==> config.mk <==
export PLATFORM = sky130hd
export DESIGN_NAME = fetch_unit
export DESIGN_NICKNAME = d
export VERILOG_FILES = /design/src/rtl/fetch_unit.sv
export SDC_FILE = /design/constraint.sdc
export NUM_CORES = 1
export LEC_CHECK = 0
export BUFFER_PORTS_ARGS = -buffer_cell sky130_fd_sc_hd__buf_2
export CAP_MARGIN = 30
export CORE_ASPECT_RATIO = 0.5
export CORE_UTILIZATION = 40
export CTS_CLUSTER_SIZE = 28
export DETAILED_ROUTE_END_ITERATION = 7
export GPL_ROUTABILITY_DRIVEN = 0
export PLACE_DENSITY = 0.71
export SKIP_CTS_REPAIR_TIMING = 1
export SLEW_MARGIN = 15
export SYNTH_ARGS = -nofsm -noshare
export SYNTH_HDL_FRONTEND = slang
export SYNTH_SLANG_ARGS = --single-unit
==> constraint.sdc <==
create_clock -name clk -period 5.8 [get_ports clk]
set_clock_uncertainty 0.15 [all_clocks]
set_input_delay 0.29 -clock clk [delete_from_list [all_inputs] [get_ports clk]]
set_output_delay 0.29 -clock clk [all_outputs]
set_load 0.02 [all_outputs]
==> src/rtl/fetch_unit.sv <==
`default_nettype none
// ============================================================================
// Module   : fetch_unit
// Brief    : Single-outstanding instruction fetch feeding a one-entry decode
//            slot, with redirect/flush. Define FETCH_STALL_CNT_EN to add
//            the stall_cnt_o fetch-bubble counter port.
// Revision : 1.0
// ============================================================================
module fetch_unit #(
  parameter logic [31:0] RESET_PC = 32'h0000_0000
) (
  input  logic        clk,
  input  logic        rst,
  input  logic        redirect_i,
  input  logic [31:0] redirect_pc_i,
  output logic        imem_req_o,
  output logic [31:0] imem_addr_o,
  input  logic        imem_gnt_i,
  input  logic        imem_rvalid_i,
  input  logic [31:0] imem_rdata_i,
  input  logic        id_ready_i,
  output logic        id_valid_o,
  output logic [31:0] id_instr_o,
  output logic [31:0] id_pc_o,
  output logic [31:0] id_pc_plus4_o
`ifdef FETCH_STALL_CNT_EN
  ,
  output logic [31:0] stall_cnt_o
`endif
);

  typedef enum logic [1:0] {
    S_IDLE = 2'd0,
    S_REQ  = 2'd1,
    S_WAIT = 2'd2,
    S_DROP = 2'd3
  } state_t;

  state_t      r_state;
  state_t      w_state_nxt;
  logic [31:0] r_pc;
  logic [31:0] w_pc_nxt;
  logic [31:0] r_req_pc;
  logic [31:0] w_redirect_pc;
  logic        r_id_valid;
  logic [31:0] r_id_instr;
  logic [31:0] r_id_pc;
  logic        w_slot_free;
  logic        w_grant;
  logic        w_capture;

  assign w_redirect_pc = redirect_pc_i & ~32'd3;
  // A new request may issue only if the slot is empty or draining this cycle.
  assign w_slot_free   = !r_id_valid || id_ready_i;
  assign imem_req_o    = (r_state == S_REQ) && w_slot_free;
  assign imem_addr_o   = r_pc;
  assign w_grant       = imem_req_o && imem_gnt_i;

  always_comb begin
    w_state_nxt = r_state;
    w_pc_nxt    = r_pc;
    w_capture   = 1'b0;
    case (r_state)
      S_IDLE: begin
        w_state_nxt = S_REQ;
        if (redirect_i) w_pc_nxt = w_redirect_pc;
      end
      S_REQ: begin
        if (redirect_i) begin
          w_pc_nxt = w_redirect_pc;
          if (w_grant) w_state_nxt = S_DROP;
        end else if (w_grant) begin
          w_pc_nxt    = r_pc + 32'd4;
          w_state_nxt = S_WAIT;
        end
      end
      S_WAIT: begin
        if (redirect_i) begin
          w_pc_nxt    = w_redirect_pc;
          w_state_nxt = imem_rvalid_i ? S_REQ : S_DROP;
        end else if (imem_rvalid_i) begin
          w_capture   = 1'b1;
          w_state_nxt = S_REQ;
        end
      end
      S_DROP: begin
        if (redirect_i)    w_pc_nxt    = w_redirect_pc;
        if (imem_rvalid_i) w_state_nxt = S_REQ;
      end
      default: w_state_nxt = S_IDLE;
    endcase
  end

  always_ff @(posedge clk or posedge rst) begin
    if (rst) begin
      r_state  <= S_IDLE;
      r_pc     <= RESET_PC;
      r_req_pc <= RESET_PC;
    end else begin
      r_state <= w_state_nxt;
      r_pc    <= w_pc_nxt;
      if (w_grant && !redirect_i) r_req_pc <= r_pc;
    end
  end

  // Redirect flushes the slot and wins over both capture and drain.
  always_ff @(posedge clk or posedge rst) begin
    if (rst) begin
      r_id_valid <= 1'b0;
      r_id_instr <= 32'd0;
      r_id_pc    <= 32'd0;
    end else if (redirect_i) begin
      r_id_valid <= 1'b0;
    end else if (w_capture) begin
      r_id_valid <= 1'b1;
      r_id_instr <= imem_rdata_i;
      r_id_pc    <= r_req_pc;
    end else if (r_id_valid && id_ready_i) begin
      r_id_valid <= 1'b0;
    end
  end

  assign id_valid_o    = r_id_valid;
  assign id_instr_o    = r_id_instr;
  assign id_pc_o       = r_id_pc;
  assign id_pc_plus4_o = r_id_pc + 32'd4;

`ifdef FETCH_STALL_CNT_EN
  logic [31:0] r_stall_cnt;

  always_ff @(posedge clk or posedge rst) begin
    if (rst) begin
      r_stall_cnt <= 32'd0;
    end else if (id_ready_i && !r_id_valid && (r_stall_cnt != 32'hFFFF_FFFF)) begin
      r_stall_cnt <= r_stall_cnt + 32'd1;
    end
  end

  assign stall_cnt_o = r_stall_cnt;
`endif

endmodule
`default_nettype wire

After elaboration in Yosys (flattened, before gate mapping)
Cells that the tools add are included.
{"block": "totals", "reg_bits": 131, "wordCells": 44}
{"block": "op_classes", "add_sub_neg": 2, "n_eq_ne": 6, "mux": 17, "bitwise_logic": 1, "n_reduce_logical": 12}
{"cell": "32-bit two-way mux", "count": 3}
{"cell": "32-bit by 3-bit adder with 32-bit output, second input constant", "count": 2}
{"cell": "32-bit case mux with 2 select lines", "count": 1}
{"cell": "2-bit two-way mux", "count": 6}
{"cell": "2-bit case mux with 4 select lines", "count": 1}
{"cell": "1-bit two-way mux", "count": 6}
{"cell": "2-bit equality test, second input constant", "count": 2}
{"cell": "1-bit logical AND", "count": 4}
{"cell": "2-bit AND reduction", "count": 2}
{"cell": "3-bit inequality test, second input constant", "count": 1}
{"cell": "3-bit nonzero test", "count": 1}
{"cell": "3-bit OR reduction", "count": 1}
{"cell": "2-bit by 1-bit equality test with 1-bit output, second input constant", "count": 1}
{"cell": "1-bit zero test", "count": 2}
{"cell": "2-bit zero test", "count": 1}
{"cell": "2-bit by 1-bit inequality test with 1-bit output, second input constant", "count": 1}
{"cell": "2-bit inequality test, second input constant", "count": 1}
{"cell": "1-bit logical OR", "count": 1}
{"cell": "1-bit NOT", "count": 1}

Longest topological paths before layout
Gate-level depths: netlist of the first run.
{"block": "depth", "ltp_word": 7, "depth_mapped": 7, "mapped_depth_nobuf": 6}

Least setup slack after synthesis of the first run
No wires, ideal clock.
{"block": "synth_path", "kind": "reg2out", "startpoint": "register r_id_pc[3], in the netlist id_pc_o[3]", "endpoint": "output id_pc_plus4_o[20]", "t_arrival_ps": 2073, "slack_ps": 3287, "stages_incl_launch_ff": 6, "cell_sequence": "dfrtp_1 > ha_1 > nand4_1 > nor4_1 > nand4_1 > xnor2_1"}
{"block": "synth_between", "elab_chain_cells": 1}
{"item": "start: declaration", "line_no": "47", "rtl": "logic [31:0] r_id_pc;"}
{"item": "start signal: assignment", "line_no": "117", "rtl": "r_id_pc <= r_req_pc;"}
{"item": "32-bit by 3-bit adder with 32-bit output", "line_no": "126", "rtl": "assign id_pc_plus4_o = r_id_pc + 32'd4;"}
{"item": "end: declaration", "line_no": "25", "rtl": "output logic [31:0] id_pc_plus4_o"}
Every way passes these cells.

Worst setup path after layout of the first run
{"block": "layout_path", "startpoint": "register r_id_pc[2], in the netlist id_pc_o[2]", "endpoint": "output id_pc_plus4_o[28]"}
The elaborated chain is that of the path after synthesis.

==> results.txt, run 1 <==
The final reports fail on hold timing. The floorplan has 31 rows. Counting both buffers and inverters, the worst setup path holds a total of 1.

For the worst-skew pair, the clock arrives at the later sink with an insertion delay of 0.41 ns. TritonCTS built the clock tree. The commonest cells after synthesis are sky130_fd_sc_hd__dfrtp_1 (125), sky130_fd_sc_hd__nand2_1 (125), sky130_fd_sc_hd__mux2_2 (59). The fraction of synthesis flops using an asynchronous set or reset pin is 100%. A synthesized cell averages 10.1 µm².

Walking the worst path, the cells encountered are ha_1 -> nand4_1 -> nor4_2 -> nand4_1 -> xnor2_1 -> buf_2. The worst pin sits at a relative slew slack of 38.2%. After layout, the design draws a total of 3790 µW.

The number of antenna violations at the first check in global routing is 2. The antenna diode instance count came out at 0. The initial utilization of the core area, before any placement, comes to 41.1%. The TritonCTS sink count is 125. The most used flip-flop cell after synthesis is sky130_fd_sc_hd__dfrtp_1. The measured slew at the worst slew-check pin is 0.919 ns. Entering global routing, the biggest net connects 67 pins. The signal arrival time at the worst endpoint came out at 2.65 ns. By area the synthesized netlist is led by sky130_fd_sc_hd__dfrtp_1 (52%), sky130_fd_sc_hd__mux2_2 (11%), sky130_fd_sc_hd__nand2_1 (7.9%), sky130_fd_sc_hd__xnor2_1 (3.2%), sky130_fd_sc_hd__nand3_1 (2.3%). The root buffer cell chosen for the clock tree is sky130_fd_sc_hd__clkbuf_16. The total of warnings raised by yosys came out at 0. The worst vdd rail ir drop came out at 0.000195 V.

The number of DRC violations after detailed routing came out at 0. The area growth from synthesis to layout is 35.5%. The top-area cell type share of the netlist area is 52.5%. The number of hold-slack violations in the final timing report is 1. After the first detailed-routing iteration, the DRC count stood at 346. The buffer depth of the longest clock path came out at 2. The number of slew-limit violations in the final report came out at 0. The worst-case setup slack after placement is 3.16 ns. The smallest hold slack came out at -0.0138 ns. Synthesis produced a netlist whose cell count is 592.

The number of buffers added by the clock tree synthesis step is 17. The reported max-cap violation count came out at 0. The kind of start point of the critical path is a flip-flop. The leakage power is 0.00395 µW.

The final setup violation count is 0. The synthesized netlist contains 54 unique library cells. The detailed router placed 5319 vias in this run. For this run the aggregate overflow at the end of global routing stands at 0. The core area came out at 0.0145 mm². The final worst setup slack is 2.71 ns. The first TritonRoute pass finished after 7 iterations.

Power spread over the standard cell area amounts to 470 mW/mm². The highest achievable clock rate came out at 324 MHz. The total track usage came out at 21.2%. The I/O pin count came out at 200. For this run, the slowest stage of the critical path takes 0.76 ns. The HPWL after detailed placement came out at 11300 µm. The most frequent cell on the critical path is sky130_fd_sc_hd__nand4_1. The critical path in this run is classified as flip-flop to output port. Sequential cells were found to cover 52.5% of the synthesized design area. The flow ran to the end, but the final reports show violations. In this run the number of H-tree levels came out at 4. Among cell families on the critical path, the largest total delay comes from simple AND/OR/NAND/NOR gates.

The post-placement cell area came out at 0.00713 mm². Of the available clock period, the critical path in the final layout requires 53.2%. After synthesis the netlist holds a flip-flop and latch count of 125. The via count normalized by instance count is 5.18. After clock tree synthesis, the clock-pin slew on the worst setup and hold paths is 0.06 ns.

The number of enable-type register cells in the synthesized netlist came out at 0. The element type at the critical path end is an output port. For this run, the post-layout net count is 889. Setup repair after global routing left no endpoint under its margin. The floorplan die width is 175 µm. Of all nets on the critical path, the largest fanout is 7. The cell area after layout is 0.00807 mm². The post-detailed-routing wire length is 16600 µm. The path class of the lowest-slack min-delay path is primary input to flip-flop.

The critical path required time came out at 5.36 ns. In the final layout, the share of cells above drive strength 1 is 36.1%. The slowest stage of the critical path belongs to the cell sky130_fd_sc_hd__nor4_2.

The first-pass GRT wire length came out at 25300 µm. The number of global-route vias before repair came out at 4814. The clock period could shrink to 3.09 ns. The most critical setup path has its startpoint at id_pc_o[2].

The number of antenna-violating nets in the routed design came out at 0. The floorplan step defined a die boundary enclosing 0.0154 mm². The synthesized design spends more area on one cell type than any other, namely sky130_fd_sc_hd__dfrtp_1. The routed length per instance came out at 16.2 µm. The post-layout instance count excluding filler cells came out at 1027. The summed instance area of the synthesized netlist came out at 0.00596 mm². The startpoint identified for the worst hold timing path is redirect_pc_i[3]. Measured along the y axis, the die boundary spans 88.3 µm.

In this run, placement finished with an instance count of 957. The aggregate negative setup slack came out at 0 ns. In this run the critical register-to-register path is launched from imem_addr_o[2]. The number of buffer cells added on primary ports is 191.
[sequential cells by signal, indices dropped and copies added (netlist names)]
register / count
id_valid_o: 1
imem_addr_o: 30
id_pc_o: 30
r_state: 2
r_req_pc: 30
id_instr_o: 32
[kinds of logic (layout without fill, tap and decap cells)]
kind of cell             Yosys count  count (layout)  synth area share (%)
AO/OA/AOI/OAI                     83              83                  8.90
multiplexers                      59              59                  11.1
XOR/XNOR                          31              31                  4.56
other                              1               6                0.0629
adder cells (fa/ha/maj)            2               2                 0.420
flip-flops                       125             125                  52.5
buffers and inverters             42             274                  3.13
AND/OR/NAND/NOR                  249             249                  19.3
[cells in the final DEF, fill, tap and decap left out, drive strengths merged, types with 3 or more instances in the layout]
master / instances
clkinv: 4
dlygate4sd3: 39
nand2: 125
nor3: 9
a21oi: 23
nand2b: 3
or4: 3
dfrtp: 125
mux2: 59
xor2: 9
clkbuf: 18
inv: 10
and3: 12
nand3: 27
nand4: 18
o21ai: 21
nor2: 32
a211oi: 3
and2: 3
or3: 3
buf: 197
nor4: 3
o22ai: 6
xnor2: 22
conb: 6
a31oi: 6
clkinvlp: 5
o22a: 4
[tightest hold or removal path, stage by stage]
cell,delay [ns]
sky130_fd_sc_hd__buf_2,0.10
sky130_fd_sc_hd__nand2_1,0.04
sky130_fd_sc_hd__a31oi_1,0.08
[metrics by stage]
stage,hold WS [ns],utilization [%]
floorplan,0.261,-
detailed placement,0.309,49.1
global placement,0.304,48.8
global route,0.00139,55.7
finish,-0.0138,55.7
CTS,-0.110,53.0
[path summary, 6_finish.rpt]
kind,to,slack (ns),depth (start not counted)
setup / recovery,id_pc_plus4_o[28],2.71,6
hold / removal,imem_addr_o[3],-0.01,3
setup reg to reg,imem_addr_o[28],3.17,6
hold reg to reg,r_req_pc[31],0.32,1
max in group asynchronous,id_instr_o[17],3.76,4
min in group asynchronous,id_instr_o[29],0.40,3
[area by class of cell]
| cell class | count | area [µm²] |
|---|---|---|
| Clock buffer | 18 | 439 |
| Tap cell | 198 | 248 |
| Inverter | 7 | 28.8 |
| Multi-Input combinational cell | 430 | 2700 |
| Sequential cell | 125 | 3130 |
| Clock inverter | 13 | 118 |
| Timing Repair Buffer | 236 | 1410 |
| Fill cell | 1250 | 6430 |
[routing by layer]
layer	vias up	global-route usage [%]	wire length [µm]
met4	2	6.25	221
met5	-	0	13
met2	180	35.2	8050
li1	2525	-	-
met3	22	5.46	999
met1	2590	27.8	7330
[power by group]
group | total, µW | internal (µW) | switching (µW)
clock | 999 | 599 | 400
combinational | 1310 | 521 | 786
sequential | 1490 | 1170 | 316
total | 3790 | 2290 | 1500
Note: power is estimated with default switching activity, not from simulation.
==> run 2, diff against run 1 <==
==> constraint.sdc (replaced) <==
create_clock -name clk -period 3.15 [get_ports clk]
set_clock_uncertainty 0.15 [all_clocks]
set_input_delay 0.1575 -clock clk [delete_from_list [all_inputs] [get_ports clk]]
set_output_delay 0.1575 -clock clk [all_outputs]
set_load 0.02 [all_outputs]
==> results.txt, run 2 (same netlist as run 1, synthesis figures left out) <==
The run finished, with violations left. The final reports fail on DRC, hold timing. The fraction of power spent switching nets came out at 37.7% (-1.9 points). The TritonCTS sink count is 125 (unchanged).

The I/O pin count is 200 (unchanged). The worst-path maximum fanout was 6 (-1). The final-stage net count came out at 914 (+2.8%). The design internal power came out at 4520 µW (+97%). The slack of the worst reg-to-reg path came to 0.64 ns (-2.53 ns). The signal arrival time at the worst endpoint is 2.61 ns (-0.04 ns). The relative contribution of the clock network to total power came out at 29.0% (+2.7 points). The time the worst path needs with I/O delays and setup is 2.92 ns. The worst-case setup slack after placement was 0.682 ns (-2.48 ns).

The iteration-0 DRC count of the detailed router is 360 (+4.0%). The worst setup path is launched from a flip-flop. The element type at the critical path end is an output port. The number of filler instances in the final layout came out at 1208 (-3.4%). The critical path goes through nand4_1 -> nor3_1 -> nand2_1 -> nor3_1 -> xnor2_1 -> buf_2. The library cell used most frequently in the layout, excluding fill and tap cells, is sky130_fd_sc_hd__buf_2. The area used by multi-input combinational logic came out at 0.00269 mm² (-0.23%).

In the layout the commonest cells are sky130_fd_sc_hd__buf_2 (191), sky130_fd_sc_hd__nand2_1 (125), sky130_fd_sc_hd__dfrtp_1 (125). The root buffer cell is sky130_fd_sc_hd__clkbuf_16. The overall die height came to 88.3 µm (unchanged). The smallest hold slack is -0.0220 ns (-0.00824 ns). The first-pass GRT wire length is 25700 µm (+1.3%). The portion of total power attributed to combinational logic came out at 33.7% (-0.8 points). The HPWL after detailed placement came out at 11500 µm (+1.9%). The share of layout cells above drive strength 1 was 35.4% (-0.63 points). The via count normalized by instance count came out at 5.17 (-0.27%). The via count came out at 5439 (+2.3%). The post-detailed-routing wire length is 17100 µm (+2.7%).

The leakage power came out at 0.00410 µW (+4.0%). The critical path required time came to 2.84 ns (-2.52 ns). The path type of the worst setup path is flip-flop to output port. The overall die area is 0.0154 mm² (unchanged). The floorplan die width is 175 µm (unchanged).

The flip-flop count of the largest register, all copies and words added is 32 (unchanged). The number of slew-limit violations in the final report was 0 (unchanged). The cell area after layout came out at 0.00840 mm² (+4.0%). The measured slew at the worst slew-check pin came out at 0.715 ns (-0.205 ns). TritonCTS built the clock tree. The number of global-route vias before repair came to 4767 (-0.98%). The highest achievable clock rate came out at 342 MHz.

The worst vdd rail ir drop came out at 0.000383 V (+97%). The delay of the slowest cell on the worst path was 0.67 ns (-0.09 ns). The worst register-to-register path ends at imem_addr_o[28]. The final worst setup slack came to 0.228 ns (-2.49 ns). The number of buffer cells added on primary ports came to 191 (unchanged). The maximum level of the CTS H-tree is 4 (unchanged). The number of cell rows came out at 31 (unchanged). The aggregate negative setup slack is 0 ns (unchanged). The number of buffers added by the clock tree synthesis step came out at 17 (unchanged).

Tracing the worst setup path back leads to its startpoint at id_pc_o[8]. The sequential standard cell area came out at 0.00313 mm² (unchanged). The number of cells in the design after placement is 962 (+0.52%).

The synthesis-to-finish area growth came out at 40.9%. The routed length per instance is 16.2 µm (+0.16%). The buffer depth of the longest clock path was 2 (unchanged). In this run the worst setup path terminates at id_pc_plus4_o[25]. The largest net degree at the start of global routing came out at 70 (+4.5%).

The final setup violation count came to 0 (unchanged). Of the available clock period, the critical path in the final layout requires 92.8%. The antenna diode instance count is 0 (unchanged). Setup repair after global routing left no endpoint under its margin. The post-layout instance count excluding filler cells came out at 1053 (+2.5%). The number of hold-slack violations in the final timing report is 1 (unchanged). The overflow left after global routing is 0 (unchanged). The slowest stage of the critical path is the sky130_fd_sc_hd__nor3_1 cell. The start of the worst register-to-register path is imem_addr_o[2].

The number of antenna-violating nets in the routed design was 0 (unchanged). The detailed-routing iteration count for the pre-antenna-repair pass is 7 (unchanged). The clock transition time at the flip-flop clock pins of the worst setup and hold paths is 0.06 ns (about the same).

The core area is 0.0145 mm² (unchanged). The total track usage is 21.5% (+0.27 points). The number of antenna violations at the first check in global routing came out at 0 (-2). The total power per unit cell area came out at 864 mW/mm² (+84%).

The sequential fraction of design power is 37.3% (-1.9 points). The latest clock arrival within the worst-skew pair came out at 0.41 ns (about the same). The worst slew slack as a fraction of its limit is 52.0% (+14 points). The worst reg2reg path depth is 6 (unchanged).

The number of DRC violations after detailed routing came out at 2 (+2). The final core utilization is 57.9% (+2.2 points). The post-placement cell area came out at 0.00717 mm² (+0.67%).

The switching power total is 2740 µW (+82%). The most frequent cell on the critical path is sky130_fd_sc_hd__nor3_1. The reported max-cap violation count came to 0 (unchanged). The tightest min-delay check is of the primary input to flip-flop type. The initial standard-cell utilization of the core came out at 41.1% (unchanged).
==> run 2: changes by cell type in the layout (fill, tap and decap cells not counted), sizes merged <==
cell	before	now
dlygate4sd3	39	59
buf	197	202
inv	10	6
bufinv	1	4
clkbuf	18	21
clkinvlp	5	3
clkinv	4	5
==> run 2: how the worst min path moves through the flow <==
| stage | from | to | cells past startpoint | slack, ns |
|---|---|---|---|---|
| 2_1_floorplan | redirect_pc_i[18] | imem_addr_o[18] | 2 | 0.13 |
| 3_3_place_gp | rst | id_instr_o[30] | 2 | 0.02 |
| 3_5_place_dp | rst | id_instr_o[30] | 2 | 0.02 |
| 4_1_cts | rst | id_instr_o[30] | 2 | -0.41 |
| 5_1_grt | redirect_pc_i[8] | imem_addr_o[8] | 3 | 0.008 |
| 6_report | redirect_pc_i[8] | imem_addr_o[8] | 3 | -0.02 |
==> run 2: layout make-up <==
cell class / instances / area share, %
Sequential cell: 125 / 37.2
Timing Repair Buffer: 261 / 19.8
Clock buffer: 21 / 5.60
Inverter: 7 / 0.358
Tap cell: 198 / 2.95
Clock inverter: 11 / 1.95
Multi-Input combinational cell: 430 / 32.1
==> run 2: layer usage <==
metal / wire length (µm) / vias to the layer above / global-route usage [%]
li1: - / 2564 / -
met1: 7560 / 2659 / 28.8
met2: 8210 / 193 / 34.5
met3: 967 / 23 / 4.98
met4: 323 / 0 / 8.22
met5: 0 / - / 0
==> run 2: power by group through the flow <==
stage / Clock (µW) / Combinational [µW] / Sequential, µW
2_1_floorplan: 0 / 1100 / 3090
3_3_place_gp: 0 / 2340 / 2690
3_5_place_dp: 0 / 2390 / 2720
4_1_cts: 2120 / 2400 / 2710
5_1_grt: 2200 / 2640 / 2810
6_report: 2100 / 2450 / 2710
==> run 2: critical path: cells and delay by family, from the launching register on <==
kind,cells,cell delay (ns)
flip-flops,1,0.44
buffers and inverters,1,0.19
AND/OR/NAND/NOR,4,1.43
XOR/XNOR,1,0.15
==> run 2: per-stage QoR <==
stage               hold slack (ns)  total power (µW)
finish                      -0.0220              7260
global route                0.00800              7650
CTS                          -0.414              7230
detailed placement           0.0247              5110
global placement             0.0240              5030
floorplan                     0.128              4180
